==> src/rtl/plru_tree_bank_pkg.sv <==
// Shared types and helpers for the multi-set tree pseudo-LRU bank.
// The helpers work on vectors padded to the widest supported tree (64 ways).
// Callers zero-extend their narrower state and pass the real level count,
// so the same functions serve every WAYS setting.
package plru_pkg;

  localparam int MAX_WAYS  = 64;
  localparam int MAX_WAY_W = 6;

  typedef logic [MAX_WAYS-2:0]  tree_t;
  typedef logic [MAX_WAYS-1:0]  valid_t;
  typedef logic [MAX_WAY_W-1:0] way_t;

  typedef enum logic {
    IDLE,
    SWEEP
  } flush_state_e;

  typedef struct packed {
    logic any;
    way_t way;
  } inv_pick_t;

  // Walk the path of 'way' from its MSB down.
  // Every node on the path is made to point away from the accessed way.
  function automatic tree_t tree_update(input tree_t tree, input way_t way, input int levels);
    tree_t      t;
    logic [5:0] node;
    way_t       sh;
    logic       dir;
    t    = tree;
    node = '0;
    for (int l = MAX_WAY_W - 1; l >= 0; l--) begin
      if (l < levels) begin
        sh      = way >> l;
        dir     = sh[0];
        t[node] = ~dir;
        node    = (node << 1) + 6'd1 + {5'd0, dir};
      end
    end
    return t;
  endfunction

  // Follow the node bits from the root; the bits taken spell the way, MSB first.
  function automatic way_t tree_victim(input tree_t tree, input int levels);
    way_t       v;
    logic [5:0] node;
    logic       dir;
    v    = '0;
    node = '0;
    for (int l = MAX_WAY_W - 1; l >= 0; l--) begin
      if (l < levels) begin
        dir  = tree[node];
        v    = {v[MAX_WAY_W-2:0], dir};
        node = (node << 1) + 6'd1 + {5'd0, dir};
      end
    end
    return v;
  endfunction

  // Lowest-index invalid way among the first 'ways' entries.
  // The scan runs from the top down so the lowest hit is the one that sticks.
  function automatic inv_pick_t first_invalid(input valid_t valid, input int ways);
    inv_pick_t r;
    valid_t    sh;
    r.any = 1'b0;
    r.way = '0;
    for (int i = MAX_WAYS - 1; i >= 0; i--) begin
      sh = valid >> i;
      if (i < ways && !sh[0]) begin
        r.any = 1'b1;
        r.way = way_t'(i);
      end
    end
    return r;
  endfunction

endpackage

==> src/rtl/plru_tree_bank_if.sv <==
// Controller-side bundle of the PLRU bank: update, invalidate, flush and
// the victim query handshake. The cache controller is the master.
interface plru_tree_bank_if #(
  parameter int WAYS = 4,
  parameter int SETS = 64
);

  localparam int WAY_W = $clog2(WAYS);
  localparam int SET_W = $clog2(SETS);

  logic             upd_en;
  logic [SET_W-1:0] upd_set;
  logic [WAY_W-1:0] upd_way;
  logic             inv_en;
  logic [SET_W-1:0] inv_set;
  logic [WAY_W-1:0] inv_way;
  logic             flush;
  logic             busy;
  logic             vic_req;
  logic [SET_W-1:0] vic_set;
  logic             vic_valid;
  logic [WAY_W-1:0] vic_way;

  modport master (
    output upd_en, upd_set, upd_way,
    output inv_en, inv_set, inv_way,
    output flush, vic_req, vic_set,
    input  busy, vic_valid, vic_way
  );

  modport slave (
    input  upd_en, upd_set, upd_way,
    input  inv_en, inv_set, inv_way,
    input  flush, vic_req, vic_set,
    output busy, vic_valid, vic_way
  );

endinterface

==> src/rtl/plru_tree_bank_node_logic.sv <==
// Combinational PLRU logic for a single set.
// Produces the tree after an access to 'way' and the victim that the
// current state selects. Invalid ways take priority over the tree.
module plru_tree_node_logic
  import plru_pkg::*;
#(
  parameter int WAYS  = 4,
  localparam int WAY_W = $clog2(WAYS)
) (
  input  logic [WAYS-2:0]  tree,
  input  logic [WAYS-1:0]  valid,
  input  logic [WAY_W-1:0] way,
  output logic [WAYS-2:0]  tree_next,
  output logic [WAY_W-1:0] victim
);

  // The helpers return padded vectors; only the low WAYS-related bits matter.
  tree_t     tree_wide_unused;
  way_t      victim_wide_unused;
  inv_pick_t pick_wide_unused;

  // Evaluate the shared helpers on zero-extended state and trim the results.
  always_comb begin
    tree_wide_unused   = tree_update(tree_t'(tree), way_t'(way), WAY_W);
    victim_wide_unused = tree_victim(tree_t'(tree), WAY_W);
    pick_wide_unused   = first_invalid(valid_t'(valid), WAYS);
    tree_next          = tree_wide_unused[WAYS-2:0];
    victim             = pick_wide_unused.any ? pick_wide_unused.way[WAY_W-1:0]
                                              : victim_wide_unused[WAY_W-1:0];
  end

endmodule

==> src/rtl/plru_tree_bank.sv <==
// Multi-set, N-way tree pseudo-LRU bank.
// Holds tree and valid bits for every set, applies hit/fill updates and
// invalidates, answers victim queries one cycle later (read-before-write),
// and clears all sets with a one-set-per-cycle flush sweep.
module plru_tree_bank
  import plru_pkg::*;
#(
  parameter int WAYS = 4,
  parameter int SETS = 64
) (
  input logic               clk,
  input logic               rst_n,
  plru_tree_bank_if.slave   bus
);

  localparam int WAY_W = $clog2(WAYS);
  localparam int SET_W = $clog2(SETS);

  logic [WAYS-2:0]  tree_q  [SETS];
  logic [WAYS-1:0]  valid_q [SETS];

  flush_state_e     state;
  logic [SET_W-1:0] sweep_cnt;
  logic             vic_valid_q;
  logic [WAY_W-1:0] vic_way_q;

  logic [WAYS-2:0]  upd_tree_next;
  logic [WAY_W-1:0] upd_victim_unused;
  logic [WAYS-2:0]  vic_tree_next_unused;
  logic [WAY_W-1:0] vic_pick;

  // Next-tree computation for the set being updated.
  plru_tree_node_logic #(.WAYS(WAYS)) u_upd_logic (
    .tree      (tree_q[bus.upd_set]),
    .valid     (valid_q[bus.upd_set]),
    .way       (bus.upd_way),
    .tree_next (upd_tree_next),
    .victim    (upd_victim_unused)
  );

  // Victim selection for the set being queried, from pre-update state.
  plru_tree_node_logic #(.WAYS(WAYS)) u_vic_logic (
    .tree      (tree_q[bus.vic_set]),
    .valid     (valid_q[bus.vic_set]),
    .way       ({WAY_W{1'b0}}),
    .tree_next (vic_tree_next_unused),
    .victim    (vic_pick)
  );

  // Flush FSM plus all state updates; nothing but the sweep runs while busy,
  // and a flush request masks any access presented alongside it.
  // Update is written after invalidate so it wins on the same valid bit.
  always_ff @(posedge clk or negedge rst_n) begin
    if (!rst_n) begin
      state       <= IDLE;
      sweep_cnt   <= '0;
      tree_q      <= '{default: '0};
      valid_q     <= '{default: '0};
      vic_valid_q <= 1'b0;
      vic_way_q   <= '0;
    end else begin
      vic_valid_q <= 1'b0;
      unique case (state)
        IDLE: begin
          if (bus.flush) begin
            state     <= SWEEP;
            sweep_cnt <= '0;
          end else begin
            if (bus.vic_req) begin
              vic_valid_q <= 1'b1;
              vic_way_q   <= vic_pick;
            end
            if (bus.inv_en) begin
              valid_q[bus.inv_set][bus.inv_way] <= 1'b0;
            end
            if (bus.upd_en) begin
              tree_q[bus.upd_set]               <= upd_tree_next;
              valid_q[bus.upd_set][bus.upd_way] <= 1'b1;
            end
          end
        end
        SWEEP: begin
          tree_q[sweep_cnt]  <= '0;
          valid_q[sweep_cnt] <= '0;
          sweep_cnt          <= sweep_cnt + SET_W'(1);
          if (sweep_cnt == '1) begin
            state <= IDLE;
          end
        end
        default: state <= IDLE;
      endcase
    end
  end

  assign bus.busy      = (state == SWEEP);
  assign bus.vic_valid = vic_valid_q;
  assign bus.vic_way   = vic_way_q;

endmodule
==> src/flat_wrapper.sv <==
// flat-port wrapper written by rule: the top's interface ports become plain ports
module plru_tree_bank_flat import plru_pkg::*;
#(
  parameter int WAYS = 4,
  parameter int SETS = 64
)
  (clk, rst_n, bus_upd_en, bus_upd_set, bus_upd_way, bus_inv_en, bus_inv_set, bus_inv_way, bus_flush, bus_vic_req, bus_vic_set, bus_busy, bus_vic_valid, bus_vic_way);
  plru_tree_bank_if #(.WAYS(WAYS), .SETS(SETS)) bus_i ();
  input logic clk;
  input logic rst_n;
  input wire logic [$bits(bus_i.upd_en)-1:0] bus_upd_en;
  input wire logic [$bits(bus_i.upd_set)-1:0] bus_upd_set;
  input wire logic [$bits(bus_i.upd_way)-1:0] bus_upd_way;
  input wire logic [$bits(bus_i.inv_en)-1:0] bus_inv_en;
  input wire logic [$bits(bus_i.inv_set)-1:0] bus_inv_set;
  input wire logic [$bits(bus_i.inv_way)-1:0] bus_inv_way;
  input wire logic [$bits(bus_i.flush)-1:0] bus_flush;
  input wire logic [$bits(bus_i.vic_req)-1:0] bus_vic_req;
  input wire logic [$bits(bus_i.vic_set)-1:0] bus_vic_set;
  output wire logic [$bits(bus_i.busy)-1:0] bus_busy;
  output wire logic [$bits(bus_i.vic_valid)-1:0] bus_vic_valid;
  output wire logic [$bits(bus_i.vic_way)-1:0] bus_vic_way;
  assign bus_i.upd_en = bus_upd_en;
  assign bus_i.upd_set = bus_upd_set;
  assign bus_i.upd_way = bus_upd_way;
  assign bus_i.inv_en = bus_inv_en;
  assign bus_i.inv_set = bus_inv_set;
  assign bus_i.inv_way = bus_inv_way;
  assign bus_i.flush = bus_flush;
  assign bus_i.vic_req = bus_vic_req;
  assign bus_i.vic_set = bus_vic_set;
  assign bus_busy = bus_i.busy;
  assign bus_vic_valid = bus_i.vic_valid;
  assign bus_vic_way = bus_i.vic_way;
  plru_tree_bank #(.WAYS(WAYS), .SETS(SETS)) u_core (.clk(clk), .rst_n(rst_n), .bus(bus_i));
endmodule
==> config.mk <==
export PLATFORM = sky130hd
export DESIGN_NAME = plru_tree_bank_flat
export DESIGN_NICKNAME = d
export VERILOG_FILES = /design/src/rtl/plru_tree_bank_pkg.sv /design/src/rtl/plru_tree_bank_if.sv /design/src/rtl/plru_tree_bank_node_logic.sv /design/src/rtl/plru_tree_bank.sv /design/src/flat_wrapper.sv
export SDC_FILE = /design/constraint.sdc
export NUM_CORES = 1
export LEC_CHECK = 0
export BUFFER_PORTS_ARGS = -buffer_cell sky130_fd_sc_hd__buf_2
export CORE_MARGIN = 8
export CORE_UTILIZATION = 49
export CTS_CLUSTER_SIZE = 24
export DETAILED_ROUTE_END_ITERATION = 7
export SYNTH_ARGS = -nofsm -noshare
export SYNTH_HDL_FRONTEND = slang
export SYNTH_HIERARCHICAL = 1
export SYNTH_SLANG_ARGS = --single-unit
==> constraint.sdc <==
create_clock -name clk -period 3.2 [get_ports clk]
set_input_delay 0.32 -clock clk [delete_from_list [all_inputs] [get_ports clk]]
set_output_delay 0.32 -clock clk [all_outputs]
set_load 0.02 [all_outputs]
==> results.toml, run 1 <==
[die]
coreArea_um2 = 48600
start_util = 0.493
die_h_um = 237
rows = 81
die_w_um = 237
ios = 32
dieArea_um2 = 56200

[sta]
period_share = 0.886
final_hold_viol_count = 0
whs_ps = 270
worst_pin_slew_ps = 983
slew_headroom = 0.345
fin_tns_setup_ps = 0
fin_ws_ps = 366
slew_violations = 0
finalCriticalPeriod_ps = 2830
fin_skew_ps = 35.1
rsz0062_at_grt = "false"
finalSetupViolCount = 0
timing.fmax_mhz = 353

[global_route]
grt_pass1_wl_um = 147000
antenna_found_initial = 3
gr-total-overflow = 0
grt_max_degree = 97
grt_pass1_vias = 21500
grt.total_usage = 0.350

[placed_design]
gp_congestion = 1.01
hpwl_um = 68100
place_area_um2 = 25500
port_buffers = 31
dpl_worst_slack_ps = -146

[critical_path]
max_stage_delay_ps = 540
cp-start-kind = "input port"
reg2reg_from = "u_core/tree_q[145]"
required_ps = 3650
critPathKind = "in2reg"
crit_arrival_ps = 3290
reg2reg_depth = 10
cp.buffers_inverters = 4
path_cells = "buf_2 -> buf_4 -> mux4_2 -> mux2i_1 -> o22ai_1 -> a211oi_1 -> nand4_1 -> nor2b_1 -> a21oi_2 -> inv_1 -> buf_12 -> o21ai_0"
rr_endpoint = "u_core/tree_q[154]"
cp_slowest_cell = "mux4_2"
critPathCaptureType = "register"
cp_top_family = "buffers and inverters"
r2r_setup_slack_ps = 420
cp_max_fo = 23

[route]
met3_length_um = 10800
drcViolationCount = 0
drt_first_pass_iters = 5
met2_length_um = 43500
highest_layer = "met5"
vias = 21800
routedWlPerCell_um = 32.5
avgViaCountPerCell = 7.14
m1WireLength_um = 38700
drt-initial-drc-count = 2940
drtAntennaViolNets = 0
drt_wl_total_um = 99200

[finish]
final-seq-area_um2 = 11500
final_area_um2 = 27300
antenna_cells = 0
multi_input_area_um2 = 11600
layout-drive-gt1-share = 0.183
nets = 2421
final_common_cell = "dfrtp_1"
fillers = 4236
final_util = 0.561
syn_to_final_growth_pct = 13.8
layout_common_cells = "dfrtp_1 (458), o21ai_0 (388), nand2_1 (379)"

[hold_path]
min_from = "bus_upd_way[0]"
hold_path_class = "in2reg"
holdPathStages = 3
hold_end = "u_core/valid_q[175]"

[clock_network]
clkSinkCount = 458
h-tree-depth = 2
path_clk_slew_ps = 60
cts_buffer_depth = 3
root_buffer = "clkbuf_16"
tritoncts = "built"
clock_latency_ps = 620
cts-resized-gates = 0
cts_buffers = 52

[job]
maxCapViolCount = 0

[yosys]
ys_warn_count = 6
syn_nets = 2385
syn_inst = 2356
avgSynthCellArea_um2 = 10.2
synth_area_um2 = 24000

[power]
vdd_drop_max_mv = 0.398
p_per_area_nw_per_um2 = 568
p_leak_uw = 0.0113

[run_status]
status = "completed"
worst register-to-register path: cells and delay by family (launching register included):
kind,cells,cell delay [ps]
mux,2,790
flops,1,400
simple gates,2,310
buf+inv,2,370
compound gates,4,740
state kept, by name (all words and copies together), names as in the netlist:
signal	cells
u_core/bus.vic_valid	1
u_core/sweep_cnt	6
u_core/bus.busy	1
u_core/bus.vic_way	2
u_core/tree_q	192
u_core/valid_q	256
routing by layer:
layer  track usage  up-vias
li1              -     8961
met3        0.0847      298
met4         0.194        8
met2         0.520     1490
met1         0.469    11000
met5             0        -
area by class of cell:
type	instances	share of cell area
multi-input combinational	1675	0.426
sequential	458	0.420
timing repair buffer	194	0.0612
clock buffer	81	0.0584
tap	622	0.0285
clock inverter	10	0.00395
inverter	11	0.00151
worst max path at each step:
stage | from | endpoint | cells after the start
finish | bus_upd_set[1] | u_core/tree_q[154] | 12
floorplan | bus_upd_set[2] | u_core/tree_q[101] | 12
detailed placement | bus_upd_set[1] | u_core/tree_q[154] | 12
global route | bus_upd_set[1] | u_core/tree_q[4] | 12
CTS | bus_upd_set[1] | u_core/tree_q[154] | 12
global placement | bus_upd_set[1] | u_core/tree_q[82] | 12
metrics by stage:
stage | total power [uW] | std cells
3_5_place_dp | 9450 | 2957
5_1_grt | 16000 | 3051
4_1_cts | 15400 | 3051
3_3_place_gp | 9400 | 2957
6_report | 15500 | 3051
2_1_floorplan | 8070 | 2356
timing repair:
| action | in CTS | in global routing |
|---|---|---|
| setup endpoints to repair | 0 | 0 |
| setup buffers | 0 | 0 |
| endpoints found under the hold margin | 88 | 0 |
| hold buffers | 3 | 0 |
where the power goes:
group	internal (uW)	leakage (uW)	switching, uW
Sequential	6240	0.00627	536
Combinational	910	0.00415	1780
Clock	3550	0.000843	2480
No activity file was read; power rests on OpenSTA's default activity.
==> run 2, diff against run 1 <==
--- a/config.mk
+++ b/config.mk
@@ -6,8 +6,7 @@
 export NUM_CORES = 1
 export LEC_CHECK = 0
-export BUFFER_PORTS_ARGS = -buffer_cell sky130_fd_sc_hd__buf_2
+export BUFFER_PORTS_ARGS = -buffer_cell sky130_fd_sc_hd__buf_4
 export CORE_MARGIN = 8
 export CORE_UTILIZATION = 49
-export CTS_CLUSTER_SIZE = 24
 export DETAILED_ROUTE_END_ITERATION = 7
 export SYNTH_ARGS = -nofsm -noshare
==> constraint.sdc (replaced) <==
create_clock -name clk -period 3.2 [get_ports clk]
set_input_delay 0.64 -clock clk [delete_from_list [all_inputs] [get_ports clk]]
set_output_delay 0.64 -clock clk [all_outputs]
set_load 0.02 [all_outputs]
==> results.toml, run 2 (synthesized netlist as in run 1, its figures left out) <==
[power]
p_per_area_nw_per_um2 = 556
vdd_drop_max_mv = 0.392
total_power_uw = 15300
p_leak_uw = 0.0114

[route]
drt_first_pass_iters = 8
drcViolationCount = 0
vias = 22300
drtAntennaViolNets = 0
drt_wl_total_um = 99500
routedWlPerCell_um = 32.3
avgViaCountPerCell = 7.24
drt-initial-drc-count = 3076

[sta]
worst_pin_slew_ps = 945
rsz0062_at_grt = "false"
timing.fmax_mhz = 361
slew_violations = 0
fin_tns_setup_ps = 0
slew_headroom = 0.370
finalCriticalPeriod_ps = 2770
period_share = 0.865
finalSetupViolCount = 0
fin_skew_ps = 22.3
final_hold_viol_count = 0

[finish]
syn_to_final_growth_pct = 15.0
fillers = 4124
layout-drive-gt1-share = 0.193
nets = 2444
final_common_cell = "dfrtp_1"
layout_common_cells = "dfrtp_1 (458), o21ai_0 (388), nand2_1 (379)"
final_area_um2 = 27600
antenna_cells = 0
largest_register = "u_core/valid_q"
largest_reg_flops = 256
final_util = 0.566
top_regs = "u_core/valid_q: 256 flops, u_core/tree_q: 192 flops, u_core/sweep_cnt: 6 flops"

[placed_design]
place_area_um2 = 25900
gp_congestion = 1.02
hpwl_um = 68600
port_buffers = 31

[critical_path]
reg2reg_from = "u_core/tree_q[83]"
critPathCaptureType = "register"
cp_max_fo = 28
required_ps = 3670
crit_path_start = "u_core/tree_q[83]"
crit_arrival_ps = 3230
cp_top_family = "compound AO/OA/AOI/OAI gates"
cp_slowest_cell = "dfrtp_1"
critPathKind = "reg2reg"
crit_path_end = "u_core/tree_q[167]"
cp.buffers_inverters = 2
path_cells = "mux2_2 -> a221o_1 -> a22oi_1 -> o22ai_1 -> or4_1 -> nor2_1 -> a21oi_2 -> inv_1 -> buf_12 -> o21ai_0"
max_stage_delay_ps = 420
r2r_setup_slack_ps = 430
reg2reg_depth = 10
cp-start-kind = "register"
rr_endpoint = "u_core/tree_q[167]"
cp.depth = 10

[run_status]
status = "completed"

[global_route]
gr-total-overflow = 0
grt_max_degree = 88
grt_pass1_vias = 21700
grt_pass1_wl_um = 147000
grt.total_usage = 0.350
antenna_found_initial = 0

[die]
coreArea_um2 = 48600
start_util = 0.493
rows = 81
die_w_um = 237
dieArea_um2 = 56200
die_h_um = 237
ios = 32

[clock_network]
cts_hold_buf = 1
h-tree-depth = 2
cts_buffers = 51
cts-resized-gates = 0
clock_latency_ps = 610
path_clk_slew_ps = 60
root_buffer = "clkbuf_16"
clkSinkCount = 458
tritoncts = "built"
post_cts_buffers = 0
cts_buffer_depth = 3

[job]
maxCapViolCount = 0

[hold_path]
hold_path_class = "in2reg"
run 2: cell types whose count changed in the layout (fill, tap and decap cells not counted), moves of 2 or more:
cell / change
buf_12: +9
buf_2: -27
buf_4: +44
bufinv_16: -2
clkbuf_16: -2
clkinv_2: +4
dlygate4sd3_1: -2
run 2: layout make-up:
class | instances | area (um^2) | share of cell area
sequential | 458 | 11500 | 0.416
inverter | 11 | 41.3 | 0.00150
clock buffer | 79 | 1540 | 0.0559
timing repair buffer | 218 | 2030 | 0.0735
tap | 622 | 778 | 0.0282
clock inverter | 14 | 87.6 | 0.00318
multi-input combinational | 1675 | 11600 | 0.422
run 2: metrics by stage:
stage	cells	setup slack [ps]	hold WS [ps]
after global routing	3077	362	286
after floorplan	2356	161	344
after CTS	3077	498	266
final	3077	431	282
after global placement	2983	-52.5	478
after detailed placement	2983	-78.9	487
run 2: power breakdown:
part / internal (uW) / leakage (uW) / total, uW / switching (uW)
Clock: 3310 / 0.000816 / 5820 / 2510
Combinational: 963 / 0.00433 / 2750 / 1790
Sequential: 6240 / 0.00627 / 6750 / 515
run 2: worst register-to-register path: stages, from the launching register on:
cell	delay (ps)
dfrtp_1	420
mux2_2	290
a221o_1	290
a22oi_1	360
o22ai_1	200
or4_1	430
nor2_1	130
a21oi_2	60
inv_1	120
buf_12	190
o21ai_0	140
run 2: worst min-delay path by stage:
| stage | start | endpoint | slack, ps | cells after the start |
|---|---|---|---|---|
| 3_3_place_gp | u_core/tree_q[21] | u_core/tree_q[21] | 480 | 2 |
| 2_1_floorplan | rst_n | u_core/bus.busy | 340 | 0 |
| 3_5_place_dp | u_core/tree_q[15] | u_core/tree_q[15] | 490 | 2 |
| 6_report | bus_flush | u_core/sweep_cnt[1] | 280 | 2 |
| 5_1_grt | bus_flush | u_core/sweep_cnt[1] | 290 | 2 |
| 4_1_cts | bus_flush | u_core/sweep_cnt[1] | 270 | 2 |
run 2: routing by layer:
metal  GRT usage  vias up  wire length (um)
met3      0.0764      318             11000
met2       0.519     1543             43100
met4       0.190        0              6620
met5           0        -                 0
li1            -     8994                 -
met1       0.479    11400             38800
